**config.mk**
```make
export PLATFORM = sky130hd
export DESIGN_NAME = apb_master_flat
export DESIGN_NICKNAME = d
export VERILOG_FILES = /design/src/rtl/apb_pkg.sv /design/src/rtl/apb_if.sv /design/src/rtl/apb_master.sv /design/src/flat_wrapper.sv
export SDC_FILE = /design/constraint.sdc
export NUM_CORES = 1
export LEC_CHECK = 0
export CORE_AREA = 4 4 104 106
export CTS_CLUSTER_DIAMETER = 50
export DETAILED_ROUTE_END_ITERATION = 12
export DIE_AREA = 0 0 108 110
export GPL_TIMING_DRIVEN = 0
export PLACE_DENSITY = 0.93
export SLEW_MARGIN = 20
export SYNTH_ARGS = -nofsm -noshare
export SYNTH_HDL_FRONTEND = slang
export SYNTH_SLANG_ARGS = --single-unit
```
**constraint.sdc**
```tcl
create_clock -name clk -period 4.95 [get_ports clk]
set_clock_uncertainty 0.05 [all_clocks]
set_input_delay 0.495 -clock clk [delete_from_list [all_inputs] [get_ports clk]]
set_output_delay 0.495 -clock clk [all_outputs]
set_load 0.05 [all_outputs]
```
**src/rtl/apb_pkg.sv**
```systemverilog
// Shared APB definitions: requester FSM state encoding and default bus widths.
// Used by apb_master and by the APB responder.
package apb_pkg;

   localparam int unsigned APB_ADDR_W = 32;
   localparam int unsigned APB_DATA_W = 32;

   typedef enum logic [1:0] {
      IDLE   = 2'd0,
      SETUP  = 2'd1,
      ACCESS = 2'd2
   } apb_mst_state_e;

endpackage : apb_pkg

```
**src/rtl/apb_if.sv**
```systemverilog
// APB bus bundle.
//   requester : drives psel, penable, pwrite, paddr, pwdata; samples pready, prdata, pslverr
//   completer : the mirror image
interface apb_if #(
   parameter int unsigned ADDR_W = 32,
   parameter int unsigned DATA_W = 32
);
   logic              psel;
   logic              penable;
   logic              pwrite;
   logic [ADDR_W-1:0] paddr;
   logic [DATA_W-1:0] pwdata;
   logic              pready;
   logic [DATA_W-1:0] prdata;
   logic              pslverr;

   modport requester (
      output psel, penable, pwrite, paddr, pwdata,
      input  pready, prdata, pslverr
   );

   modport completer (
      input  psel, penable, pwrite, paddr, pwdata,
      output pready, prdata, pslverr
   );
endinterface : apb_if

```
**src/rtl/apb_master.sv**
```systemverilog
// APB requester: turns a valid/ready command into one APB SETUP/ACCESS transfer
// and reports completion as a one-cycle rsp_valid pulse, with an optional
// ACCESS-phase timeout.
// Ports:
//   clk, rst_n                 clock, async active-low reset
//   cmd_valid/cmd_ready        command handshake (cmd_ready = state is IDLE)
//   cmd_write/addr/wdata       command payload, captured on accept
//   rsp_valid                  one-cycle completion pulse
//   rsp_rdata/err/timeout      completion status, held until the next completion
//   apb                        APB requester port
module apb_master
   import apb_pkg::*;
#(
   parameter int unsigned ADDR_W  = APB_ADDR_W,
   parameter int unsigned DATA_W  = APB_DATA_W,
   parameter int unsigned TIMEOUT = 16
) (
   input  logic              clk,
   input  logic              rst_n,
   input  logic              cmd_valid,
   output logic              cmd_ready,
   input  logic              cmd_write,
   input  logic [ADDR_W-1:0] cmd_addr,
   input  logic [DATA_W-1:0] cmd_wdata,
   output logic              rsp_valid,
   output logic [DATA_W-1:0] rsp_rdata,
   output logic              rsp_err,
   output logic              rsp_timeout,
   apb_if.requester          apb
);

   // Counter is kept at least one bit wide so TIMEOUT = 0 still elaborates.
   localparam int unsigned CNT_W = (TIMEOUT == 0) ? 1 : $clog2(TIMEOUT + 1);
   localparam logic [CNT_W-1:0] TMO_LAST =
      CNT_W'((TIMEOUT == 0) ? 0 : (TIMEOUT - 1));
   localparam bit TMO_EN = (TIMEOUT != 0);

   apb_mst_state_e   state;
   apb_mst_state_e   state_nx;
   logic [CNT_W-1:0] tmo_cnt;
   logic             xfer_done;
   logic             xfer_tmo;

   // Ready is a pure decode of the state register.
   assign cmd_ready = (state == IDLE);

   // State register.
   always_ff @(posedge clk or negedge rst_n) begin
      if (!rst_n) begin
         state <= IDLE;
      end else begin
         state <= state_nx;
      end
   end

   // Next-state decode; pready wins over an expiring timeout.
   always_comb begin
      state_nx  = state;
      xfer_done = 1'b0;
      xfer_tmo  = 1'b0;
      case (state)
         IDLE: begin
            if (cmd_valid) begin
               state_nx = SETUP;
            end
         end
         SETUP: begin
            state_nx = ACCESS;
         end
         ACCESS: begin
            if (apb.pready) begin
               state_nx  = IDLE;
               xfer_done = 1'b1;
            end else if (TMO_EN && (tmo_cnt == TMO_LAST)) begin
               state_nx  = IDLE;
               xfer_tmo  = 1'b1;
            end
         end
         default: begin
            state_nx = IDLE;
         end
      endcase
   end

   // APB strobes registered from the next state so pready never reaches them combinationally.
   always_ff @(posedge clk or negedge rst_n) begin
      if (!rst_n) begin
         apb.psel    <= 1'b0;
         apb.penable <= 1'b0;
      end else begin
         apb.psel    <= (state_nx != IDLE);
         apb.penable <= (state_nx == ACCESS);
      end
   end

   // Command capture; held untouched until the next accept.
   always_ff @(posedge clk or negedge rst_n) begin
      if (!rst_n) begin
         apb.pwrite <= 1'b0;
         apb.paddr  <= '0;
         apb.pwdata <= '0;
      end else if (cmd_ready && cmd_valid) begin
         apb.pwrite <= cmd_write;
         apb.paddr  <= cmd_addr;
         apb.pwdata <= cmd_wdata;
      end
   end

   // ACCESS wait counter: cleared in SETUP, advances on each stalled ACCESS cycle.
   always_ff @(posedge clk or negedge rst_n) begin
      if (!rst_n) begin
         tmo_cnt <= '0;
      end else if (state == SETUP) begin
         tmo_cnt <= '0;
      end else if ((state == ACCESS) && !apb.pready && TMO_EN) begin
         tmo_cnt <= tmo_cnt + CNT_W'(1);
      end
   end

   // Response: valid pulses, status fields hold until the next completion.
   always_ff @(posedge clk or negedge rst_n) begin
      if (!rst_n) begin
         rsp_valid   <= 1'b0;
         rsp_rdata   <= '0;
         rsp_err     <= 1'b0;
         rsp_timeout <= 1'b0;
      end else begin
         rsp_valid <= xfer_done || xfer_tmo;
         if (xfer_done) begin
            rsp_rdata   <= apb.pwrite ? '0 : apb.prdata;
            rsp_err     <= apb.pslverr;
            rsp_timeout <= 1'b0;
         end else if (xfer_tmo) begin
            rsp_rdata   <= '0;
            rsp_err     <= 1'b1;
            rsp_timeout <= 1'b1;
         end
      end
   end

endmodule : apb_master

```
**src/flat_wrapper.sv**
```systemverilog
// flat-port wrapper written by rule: the top's interface ports become plain ports
module apb_master_flat import apb_pkg::*;
#(
   parameter int unsigned ADDR_W  = APB_ADDR_W,
   parameter int unsigned DATA_W  = APB_DATA_W,
   parameter int unsigned TIMEOUT = 16
)
  (clk, rst_n, cmd_valid, cmd_ready, cmd_write, cmd_addr, cmd_wdata, rsp_valid, rsp_rdata, rsp_err, rsp_timeout, apb_psel, apb_penable, apb_pwrite, apb_paddr, apb_pwdata, apb_pready, apb_prdata, apb_pslverr);
  apb_if #(.ADDR_W(ADDR_W), .DATA_W(DATA_W)) apb_i ();
  input  logic clk;
  input  logic rst_n;
  input  logic cmd_valid;
  output logic cmd_ready;
  input  logic cmd_write;
  input  logic [ADDR_W-1:0] cmd_addr;
  input  logic [DATA_W-1:0] cmd_wdata;
  output logic rsp_valid;
  output logic [DATA_W-1:0] rsp_rdata;
  output logic rsp_err;
  output logic rsp_timeout;
  output wire logic [$bits(apb_i.psel)-1:0] apb_psel;
  output wire logic [$bits(apb_i.penable)-1:0] apb_penable;
  output wire logic [$bits(apb_i.pwrite)-1:0] apb_pwrite;
  output wire logic [$bits(apb_i.paddr)-1:0] apb_paddr;
  output wire logic [$bits(apb_i.pwdata)-1:0] apb_pwdata;
  input wire logic [$bits(apb_i.pready)-1:0] apb_pready;
  input wire logic [$bits(apb_i.prdata)-1:0] apb_prdata;
  input wire logic [$bits(apb_i.pslverr)-1:0] apb_pslverr;
  assign apb_psel = apb_i.psel;
  assign apb_penable = apb_i.penable;
  assign apb_pwrite = apb_i.pwrite;
  assign apb_paddr = apb_i.paddr;
  assign apb_pwdata = apb_i.pwdata;
  assign apb_i.pready = apb_pready;
  assign apb_i.prdata = apb_prdata;
  assign apb_i.pslverr = apb_pslverr;
  apb_master #(.ADDR_W(ADDR_W), .DATA_W(DATA_W), .TIMEOUT(TIMEOUT)) u_core (.clk(clk), .rst_n(rst_n), .cmd_valid(cmd_valid), .cmd_ready(cmd_ready), .cmd_write(cmd_write), .cmd_addr(cmd_addr), .cmd_wdata(cmd_wdata), .rsp_valid(rsp_valid), .rsp_rdata(rsp_rdata), .rsp_err(rsp_err), .rsp_timeout(rsp_timeout), .apb(apb_i));
endmodule
```
==> After elaboration in Yosys (flattened, before gate mapping) <==
Index checks and enable logic that the tools add are counted.
{ "op_classes": {"n_addsub": 1, "multipliers": 0, "div": 0, "magnitude_cmp": 0, "eq_ne": 4, "shift": 0, "muxes": 17, "bitwise": 0, "n_reduce_logical": 8} }
{ "op_table": {"columns": ["cell", "n"], "rows": [
  ["two-way mux 32 bit", 3],
  ["two-way mux 5 bit", 2],
  ["two-way mux 1 bit", 8],
  ["two-way mux 2 bit", 3],
  ["one-hot mux 2 bit (3 select lines)", 1],
  ["nonzero test 2 bit", 3],
  ["adder 5 x 1 -> 5 bit, second input constant", 1],
  ["== test 5 x 4 -> 1 bit, second input constant", 1],
  ["== test 2 bit, second input constant", 2],
  ["== test 2 x 1 -> 1 bit, second input constant", 1],
  ["logical AND 1 bit", 2],
  ["logical NOT 2 bit", 1],
  ["logical NOT 1 bit", 1],
  ["logical OR 1 bit", 1]
]} }
{ "totals": {"regBits": 109, "latch_bits": 0, "ram_bits": 0, "mem_bits_ro": 0, "inputBits": 102, "out_inout_bits": 103, "elab_cells": 41, "mem_count": 0} }

==> Depth between registers and ports, before layout <==
Gate-level depths: netlist of the first run.
{ "depth": {"word_depth": 6, "mapped_depth": 7, "depth_no_buf": 6} }

==> Worst setup path after synthesis of the first run <==
Ideal clock, no wire load.
{ "synth_path": {"path_type": "reg2reg", "start": "register u_core.state[0]", "end": "register u_core.apb.paddr[0]", "setup_time_ns": 0.125, "arrival_ns": 1.861, "required_time_ns": 4.775, "path_slack_ns": 2.914, "stages_incl_launch_ff": 8, "path_buffers": 4, "synth_period_minus_slack_ns": 2.036, "cell_sequence": "dfrtp_1 buf_4 nor2_2 and2_4 buf_6 buf_12 buf_12 mux2_4"} }
{ "synth_via": {"elab_chain_len": 2} }
{ "synth_lines": {"columns": ["item", "line", "rtl"], "rows": [
  ["start, declared", "apb_master.sv:38", "apb_mst_state_e state;"],
  ["start signal, assigned", "apb_master.sv:52", "state <= state_nx;"],
  ["logical NOT 2 bit", "apb_master.sv:45", "assign cmd_ready = (state == IDLE);"],
  ["net cmd_ready", "flat_wrapper.sv:13", "output logic cmd_ready;"],
  ["logical AND 1 bit", "apb_master.sv:102", "end else if (cmd_ready && cmd_valid) begin"],
  ["end signal, assigned", "apb_master.sv:104", "apb.paddr <= cmd_addr;"],
  ["end, declared", "apb_if.sv:18", "output psel, penable, pwrite, paddr, pwdata,"]
]} }
The timed path passes the listed nets, and every way through them passes these cells.
A chain may end at the register's enable or synchronous reset.

==> Worst setup path after layout of the first run <==
{ "layout_path": {"start": "register u_core.state[0]", "end": "output cmd_ready"} }
{ "layout_via": {"elab_chain_len": 1} }
{ "layout_lines": {"columns": ["item", "line"], "rows": [
  ["logical NOT 2 bit", "apb_master.sv:45"],
  ["end, declared", "flat_wrapper.sv:13"]
]} }
No other way between the ends.

==> flow_summary.toml, run 1 <==
[synth]
netlist_instances = 263
synth_nets = 367
syn-cell-area_um2 = 4270
synth_cell_types = 30
synth.avg_cell_area_um2 = 16.3
async_flop_share_pct = 100
ys_seq_elements = 109
yosys_warnings = 0
synth-edff-count = 0
synth-main-ff-cell = "dfrtp_1"
ys_seq_area_share_pct = 63.8

[sta]
max_slew.worst_pin.slew_ns = 0.542
min_period_ns = 2.43
finalHoldViolations = 0
finalSetupViolCount = 0
slew_headroom_pct = 63.7
timing.final.crit_share_pct = 49.2
rsz0062_at_grt = "no"
fmax_mhz = 411
slew_viol_final = 0

[worst_setup_path]
endpoint_kind = "output pin"
path_class = "register to output pin"
cp_num_buf_inv = 2
startpoint_type = "register"
arrival_ns = 1.89
critPathTopFamily = "buffers and inverters"
crit_slowest_cell = "clkdlybuf4s50_1"
required_ns = 4.41
cp_cell_sequence = "buf_4 > nor2_2 > clkdlybuf4s50_1"
slowest_delay_ns = 0.83
path_max_fanout = 10

[placement]
gp_congestion = 0.766
port_buffers = 203
hpwl_mm = 8.64
dp.cells = 600

[floorplanning]
die-area_um2 = 11900
core_region_area_um2 = 9770
die_w_um = 108
rows = 36
start_util_pct = 43.7
num_io_pins = 205
die_h_um = 110

[cts]
clk_pin_slew_ns = 0.10
ctsHoldBuffers = 0
cts_tree = "yes"
h-tree-depth = 3
cts-root-buf = "clkbuf_8"
cts_resized = 0
clock_latency_ns = 0.36
numCtsBuffers = 9
cts_sinks = 109
clk_path_buf_depth = 2
post_cts_buffers = 0

[drt]
drtAntennaViolNets = 0
detail_route.iter0.violations = 127
drc = 0
drt-total-wl_mm = 11.2
vias = 3016
avgRoutedWirePerCell_um = 18.2
vias_per_cell = 4.90
drtPass1Iterations = 4

[final_layout]
area_growth_pct = 56.8
fill_cells = 667
layout.cells.non_filler = 615
antennaDiodeCount = 0
nets = 582
drive_gt1_share_pct = 20.1

[grt]
grtUsageTotal_pct = 18.3
grt_pass1_vias = 3180
overflow = 0
grt_max_degree = 56
grt_antenna_before_repair = 0
grt_pass1_wl_mm = 16.8

[pwr]
p_leak_nw = 2.88
power_density_nw_per_um2 = 794
peakVddDrop_v = 0.000421
finalPower_w = 0.00532

[min_path]
hp-class = "input port to async pin"

[run]
maxCapViolCount = 0

[outcome]
status = "completed"
==> Yosys cell counts, drive strengths merged (2+ instances only) <==
| library cell | count | area (um^2) |
|---|---|---|
| nor2 | 4 | 17.5 |
| buf | 12 | 136 |
| nor2b | 3 | 18.8 |
| mux2 | 65 | 845 |
| inv | 3 | 11.3 |
| dfrtp | 109 | 2730 |
| and3 | 2 | 12.5 |
| a21oi | 7 | 35.0 |
| ha | 2 | 25.0 |
| a22o | 34 | 298 |
| nor3 | 2 | 10.0 |
| clkbuf | 5 | 18.8 |
| o2bb2ai | 3 | 26.3 |
==> worst paths after layout <==
path                                     start                   end  slack, ns  cells past startpoint
min in group clk                    apb_pready    u_core.rsp_timeout       0.38                      2
max in group asynchronous                rst_n       u_core.apb.psel       4.18                      2
max                            u_core.state[0]             cmd_ready       2.52                      3
min                                      rst_n  u_core.apb.paddr[13]       0.01                      1
min reg2reg                u_core.rsp_rdata[9]   u_core.rsp_rdata[9]       0.46                      1
max reg2reg                  u_core.tmo_cnt[0]   u_core.rsp_rdata[6]       2.65                      6
==> stage by stage <==
| step | util, % | setup TNS, ns | setup slack, ns | area [um^2] | hold slack, ns |
|---|---|---|---|---|---|
| final | 68.5 | 0 | 2.52 | 6700 | 0.0147 |
| after global routing | 68.5 | 0 | 2.45 | 6700 | 0.0467 |
| after CTS | 68.5 | 0 | 2.50 | 6700 | 0.0305 |
| after detailed placement | 66.5 | 0 | 2.70 | 6500 | 0.434 |
| after global placement | 66.2 | -54.63 | -0.506 | 6470 | 0.438 |
| after floorplan | - | 0 | 2.91 | 4270 | 0.149 |
==> power by group <==
group          switching [W]  total [W]  leakage, nW  internal, W
combinational        0.00197    0.00323         1.45      0.00126
sequential          0.000238    0.00154         1.33      0.00130
clock               0.000288   0.000546        0.101     0.000258
==> layer usage <==
layer	GRT usage [%]	share of wire, %	up-vias
met3	4.48	7.2	13
li1	-	-	1382
met4	4.87	1.3	0
met5	0	0	-
met1	22.9	41	1493
met2	32.0	50	128
==> worst reg2reg max path: stages (launching register included) <==
cell and delay [ns]:
dfrtp_1 0.44, ha_1 0.25, and3_1 0.18, ha_1 0.21, o21ai_1 0.43, clkbuf_1 0.43, a22o_1 0.23
==> placed cells by master, fill, tap and decap left out, types with 2 or more instances in the layout <==
cell / netlist / layout
and3_1: 2 / 2
mux2_2: 35 / 35
buf_12: 4 / 4
mux2_4: 30 / 30
nor3_1: 2 / 2
clkdlybuf4s50_1: 0 / 202
ha_1: 2 / 2
a22o_1: 34 / 34
buf_6: 1 / 2
a21oi_1: 7 / 7
o2bb2ai_1: 3 / 3
clkbuf_8: 0 / 11
nor2_1: 3 / 3
clkinv_2: 0 / 2
buf_4: 4 / 4
inv_1: 3 / 3
nor2b_1: 3 / 3
clkbuf_1: 5 / 5
dfrtp_1: 109 / 109
buf_2: 3 / 3
==> cell families after synthesis <==
| family | count (synthesis) | synth area share (%) |
|---|---|---|
| buffers and inverters | 20 | 3.89 |
| muxes | 65 | 19.8 |
| AOI/OAI and AO/OA | 49 | 9.31 |
| adders and majority gates | 2 | 0.585 |
| DFF | 109 | 63.8 |
| and+or+nand+nor | 18 | 2.64 |
==> sequential cells by signal, indices dropped and copies added, names as in the netlist, 2 cells and up <==
signal,count
u_core.rsp_rdata,32
u_core.tmo_cnt,5
u_core.apb.pwdata,32
u_core.apb.paddr,32
u_core.state,2
==> area by class of cell <==
class	count	area, um^2	share of cell area [%]
clock buffers	11	151	2.26
well taps	133	166	2.48
inverters	3	11.3	0.168
repair buffers	204	2060	30.8
flip-flops and latches	109	2730	40.7
plain buffers	17	155	2.32
multi-input cells	134	1380	20.6
clock inverters	4	47.5	0.710
Power figures use the tool's default switching activity.
==> run 2: changes to the inputs <==
- CORE_AREA: 4 4 104 106 -> 4 4 108 110
- DIE_AREA: 0 0 108 110 -> 0 0 112 114
- PLACE_DENSITY: 0.93 -> 0.88
- clock period: 4.95 -> 2.4 ns (I/O delays scaled with it)
==> flow_summary.toml, run 2 (same netlist as run 1, synthesis figures left out) <==
[final_layout]
drive_gt1_share_pct = 20.2
fin_area_um2 = 6780
top_regs = "u_core.apb.paddr (32), u_core.apb.pwdata (32), u_core.rsp_rdata (32)"
mostFrequentLayoutCells = "clkdlybuf4s50_1 (202), dfrtp_1 (109), mux2_2 (35), a22o_1 (34), mux2_4 (30)"
post-route-util_pct = 63.4
area_growth_pct = 58.7
layout.cells.non_filler = 624
antennaDiodeCount = 0
nets = 583
final_common_cell = "clkdlybuf4s50_1"

[sta]
finalSetupViolCount = 0
max_slew.worst_pin.slew_ns = 0.554
timing.final.crit_share_pct = 93.0
slew_viol_final = 0
slew_headroom_pct = 63.1
rsz0062_at_grt = "no"
min_period_ns = 2.23
finalHoldViolations = 0
fmax_mhz = 448

[placement]
placed_area_um2 = 6510
gp_congestion = 0.818
dp.cells = 607
hpwl_mm = 8.66
port_buffers = 203

[grt]
grtUsageTotal_pct = 17.7
overflow = 0
grt_pass1_vias = 3328
grt_pass1_wl_mm = 17.9
grt_antenna_before_repair = 0
grt_max_degree = 60

[cts]
cts_sinks = 109
cts-root-buf = "clkbuf_8"
clk_pin_slew_ns = 0.10
h-tree-depth = 3
clock_latency_ns = 0.36
clk_path_buf_depth = 2
post_cts_buffers = 0
cts_resized = 0
cts_tree = "yes"
numCtsBuffers = 9
ctsHoldBuffers = 1

[outcome]
status = "completed"

[pwr]
power_density_nw_per_um2 = 1660
peakVddDrop_v = 0.00106
p_leak_nw = 2.91
finalPower_w = 0.0112

[worst_setup_path]
cp_cell_sequence = "ha_1 > and3_1 > ha_1 > o21ai_1 > clkbuf_1 > a22o_1"
path_max_fanout = 10
cp_num_buf_inv = 1
path_common_cell = "ha_1"
endpoint_kind = "register"
critPathTopFamily = "compound AO/OA/AOI/OAI gates"
crit_slowest_cell = "dfrtp_1"
slowest_delay_ns = 0.44
arrival_ns = 2.48
path_class = "register to register"
required_ns = 2.65
startpoint_type = "register"

[floorplanning]
rows = 38
die_h_um = 114
start_util_pct = 40.0
die-area_um2 = 12800
die_w_um = 112
core_region_area_um2 = 10700
num_io_pins = 205

[min_path]
hp-class = "input port to register"

[drt]
vias_per_cell = 4.83
avgRoutedWirePerCell_um = 18.0
vias = 3016
detail_route.iter0.violations = 151
drtAntennaViolNets = 0
drtPass1Iterations = 4
drt-total-wl_mm = 11.3
drc = 0

[run]
maxCapViolCount = 0
[run 2: worst register-to-register path, stage by stage, from the launching register on]
cell	delay [ns]
dfrtp_1	0.44
ha_1	0.24
and3_1	0.17
ha_1	0.21
o21ai_1	0.40
clkbuf_1	0.43
a22o_1	0.23
[run 2: per-stage QoR]
| stage | setup TNS, ns | setup WS [ns] | hold slack (ns) |
|---|---|---|---|
| detailed placement | 0 | 0.201 | 0.200 |
| global placement | -315.52 | -2.90 | 0.438 |
| floorplan | 0 | 0.364 | -0.106 |
| global route | 0 | 0.00155 | 0.138 |
| finish | 0 | 0.168 | 0.128 |
| CTS | 0 | 0.165 | 0.101 |
[run 2: metal layers]
layer	part of all wire [%]	GRT usage, %
met1	39	20.5
met2	53	32.3
met3	7.1	5.68
met4	0.84	3.93
met5	0	0
[run 2: path summary, 6_finish.rpt]
check	start	endpoint	slack (ns)	cells past startpoint
max	u_core.tmo_cnt[0]	u_core.rsp_rdata[21]	0.17	6
min	apb_pready	u_core.rsp_timeout	0.13	2
max reg2reg	u_core.tmo_cnt[0]	u_core.rsp_rdata[21]	0.17	6
min reg2reg	u_core.rsp_rdata[26]	u_core.rsp_rdata[26]	0.47	1
max in group asynchronous	rst_n	u_core.apb.pwdata[20]	1.30	3
min in group asynchronous	rst_n	u_core.apb.paddr[9]	0.35	2
[run 2: final cells by class]
| type | instances | area (um^2) |
|---|---|---|
| inverter | 3 | 11.3 |
| sequential | 109 | 2730 |
| clock buffer | 9 | 124 |
| tap | 140 | 175 |
| clock inverter | 7 | 138 |
| multi-input combinational | 134 | 1380 |
| fill | 820 | 3920 |
| buffer | 17 | 155 |
| timing repair buffer | 205 | 2070 |
[run 2: where the power goes]
part           switching [W]  internal [W]  total [W]
sequential          0.000480       0.00269    0.00317
combinational        0.00406       0.00261    0.00667
clock               0.000615      0.000795    0.00141
==> run 3: changes to the inputs <==
- CELL_PAD_IN_SITES_DETAIL_PLACEMENT: not set -> 1
- CELL_PAD_IN_SITES_GLOBAL_PLACEMENT: not set -> 1
- CORE_AREA: 4 4 108 110 -> 4 4 121 123
- DIE_AREA: 0 0 112 114 -> 0 0 125 127
==> flow_summary.toml, run 3 (same netlist as run 1, synthesis figures left out) <==
[grt]
grt_max_degree = 75
overflow = 0
grt_pass1_wl_mm = 20.2
grt_pass1_vias = 3522
grt_antenna_before_repair = 0
grtUsageTotal_pct = 16.0

[outcome]
status = "completed"

[cts]
clock_latency_ns = 0.34
cts-root-buf = "clkbuf_16"
numCtsBuffers = 9
clk_pin_slew_ns = 0.07
clk_path_buf_depth = 2
h-tree-depth = 3
cts_sinks = 109
cts_tree = "yes"

[final_layout]
final_common_cell = "clkdlybuf4s50_1"
area_growth_pct = 61.2
layout.cells.non_filler = 663
antennaDiodeCount = 0
top_regs = "u_core.apb.paddr (32), u_core.apb.pwdata (32), u_core.rsp_rdata (32)"
nets = 583
drive_gt1_share_pct = 20.7
fin_area_um2 = 6890
mostFrequentLayoutCells = "clkdlybuf4s50_1 (202), dfrtp_1 (109), mux2_2 (35), a22o_1 (34), mux2_4 (30)"

[drt]
vias = 3100
drt-total-wl_mm = 12.5
drc = 0
detail_route.iter0.violations = 96
vias_per_cell = 4.68
drtPass1Iterations = 4
avgRoutedWirePerCell_um = 18.8
drtAntennaViolNets = 0

[worst_setup_path]
cp_cell_sequence = "buf_4 > nor2_2 > clkdlybuf4s50_1"
endpoint_kind = "output pin"
crit_cells = 3
path_max_fanout = 10
cp_num_buf_inv = 2
critPathTopFamily = "buffers and inverters"
path_class = "register to output pin"
crit_slowest_cell = "clkdlybuf4s50_1"
slowest_delay_ns = 0.85
required_ns = 2.11
startpoint_type = "register"
worstRegToRegCells = 6
arrival_ns = 1.88

[floorplanning]
core_region_area_um2 = 13700
die_w_um = 125
start_util_pct = 31.3
die_h_um = 127
num_io_pins = 205
die-area_um2 = 15900
rows = 43

[sta]
min_period_ns = 2.17
finalSetupViolCount = 0
rsz0062_at_grt = "no"
fmax_mhz = 461
max_slew.worst_pin.slew_ns = 0.545
slew_headroom_pct = 63.5
finalHoldViolations = 0
timing.final.crit_share_pct = 90.5
slew_viol_final = 0

[pwr]
combPwrFrac_pct = 58.4
p_int_w = 0.00624
netSwitchingPower_w = 0.00522
peakVddDrop_v = 0.000963
netSwitchingFraction_pct = 45.6
power_density_nw_per_um2 = 1660
seqPwrFrac_pct = 27.9
p_leak_nw = 2.94
pwr-share-clk_pct = 13.7

[min_path]
worst_hold_path.num_cells = 2
hp-class = "input port to register"

[placement]
hpwl_mm = 9.56
port_buffers = 203
gp_congestion = 0.806
dp.cells = 647
placed_area_um2 = 6560

[run]
maxCapViolCount = 0
[run 3: power by group through the flow]
stage          Sequential, W  Clock (W)  Combinational [W]
4_1_cts              0.00321    0.00163            0.00676
3_3_place_gp         0.00316          0            0.00661
5_1_grt              0.00332    0.00171            0.00694
6_report             0.00320    0.00157            0.00669
2_1_floorplan        0.00603          0            0.00156
3_5_place_dp         0.00323          0            0.00674
[run 3: final timing paths]
path	from	end	slack [ns]
worst max-delay path	u_core.state[0]	cmd_ready	0.23
worst min-delay path	apb_pready	u_core.rsp_timeout	0.17
worst max register to register	u_core.tmo_cnt[0]	u_core.rsp_rdata[14]	0.27
worst min register to register	u_core.apb.pwdata[10]	u_core.apb.pwdata[10]	0.46
max in group asynchronous	rst_n	u_core.apb.pwdata[0]	1.29
min in group asynchronous	rst_n	u_core.apb.paddr[1]	0.33
[run 3: final cells by class]
class                           instances  area (um^2)
Buffer                                 17          158
Clock buffer                           10          239
Clock inverter                          5         75.1
Fill cell                            1379         6780
Inverter                                3         11.3
Multi-Input combinational cell        134         1380
Sequential cell                       109         2730
Tap cell                              180          225
Timing Repair Buffer                  205         2070
[run 3: repair_timing]
| action | in CTS | in global routing |
|---|---|---|
| buffers inserted | 0 | 0 |
| hold buffers | 1 | 0 |
| resized for setup | 0 | 5 |
| endpoints found under the setup margin | 0 | 30 |
| hold endpoints to repair | 35 | 0 |
[run 3: per-stage QoR]
step | util (%) | power [W] | hold slack [ns] | setup WS (ns) | setup TNS [ns]
6_report | 50.4 | 0.0115 | 0.165 | 0.229 | 0
5_1_grt | 50.4 | 0.0120 | 0.185 | 0.0729 | 0
4_1_cts | 50.4 | 0.0116 | 0.141 | 0.0120 | 0
3_5_place_dp | 48.0 | 0.00997 | 0.110 | 0.0529 | 0
3_3_place_gp | 47.8 | 0.00977 | 0.439 | -3.01 | -327.40
2_1_floorplan | - | 0.00760 | -0.106 | 0.364 | 0
[run 3: routing by layer]
| layer | vias up | track usage (%) | wire, um |
|---|---|---|---|
| met3 | 19 | 4.68 | 768 |
| met5 | - | 0 | 0 |
| met2 | 137 | 28.2 | 6410 |
| met4 | 0 | 4.40 | 199 |
| li1 | 1391 | - | - |
| met1 | 1553 | 19.3 | 5080 |
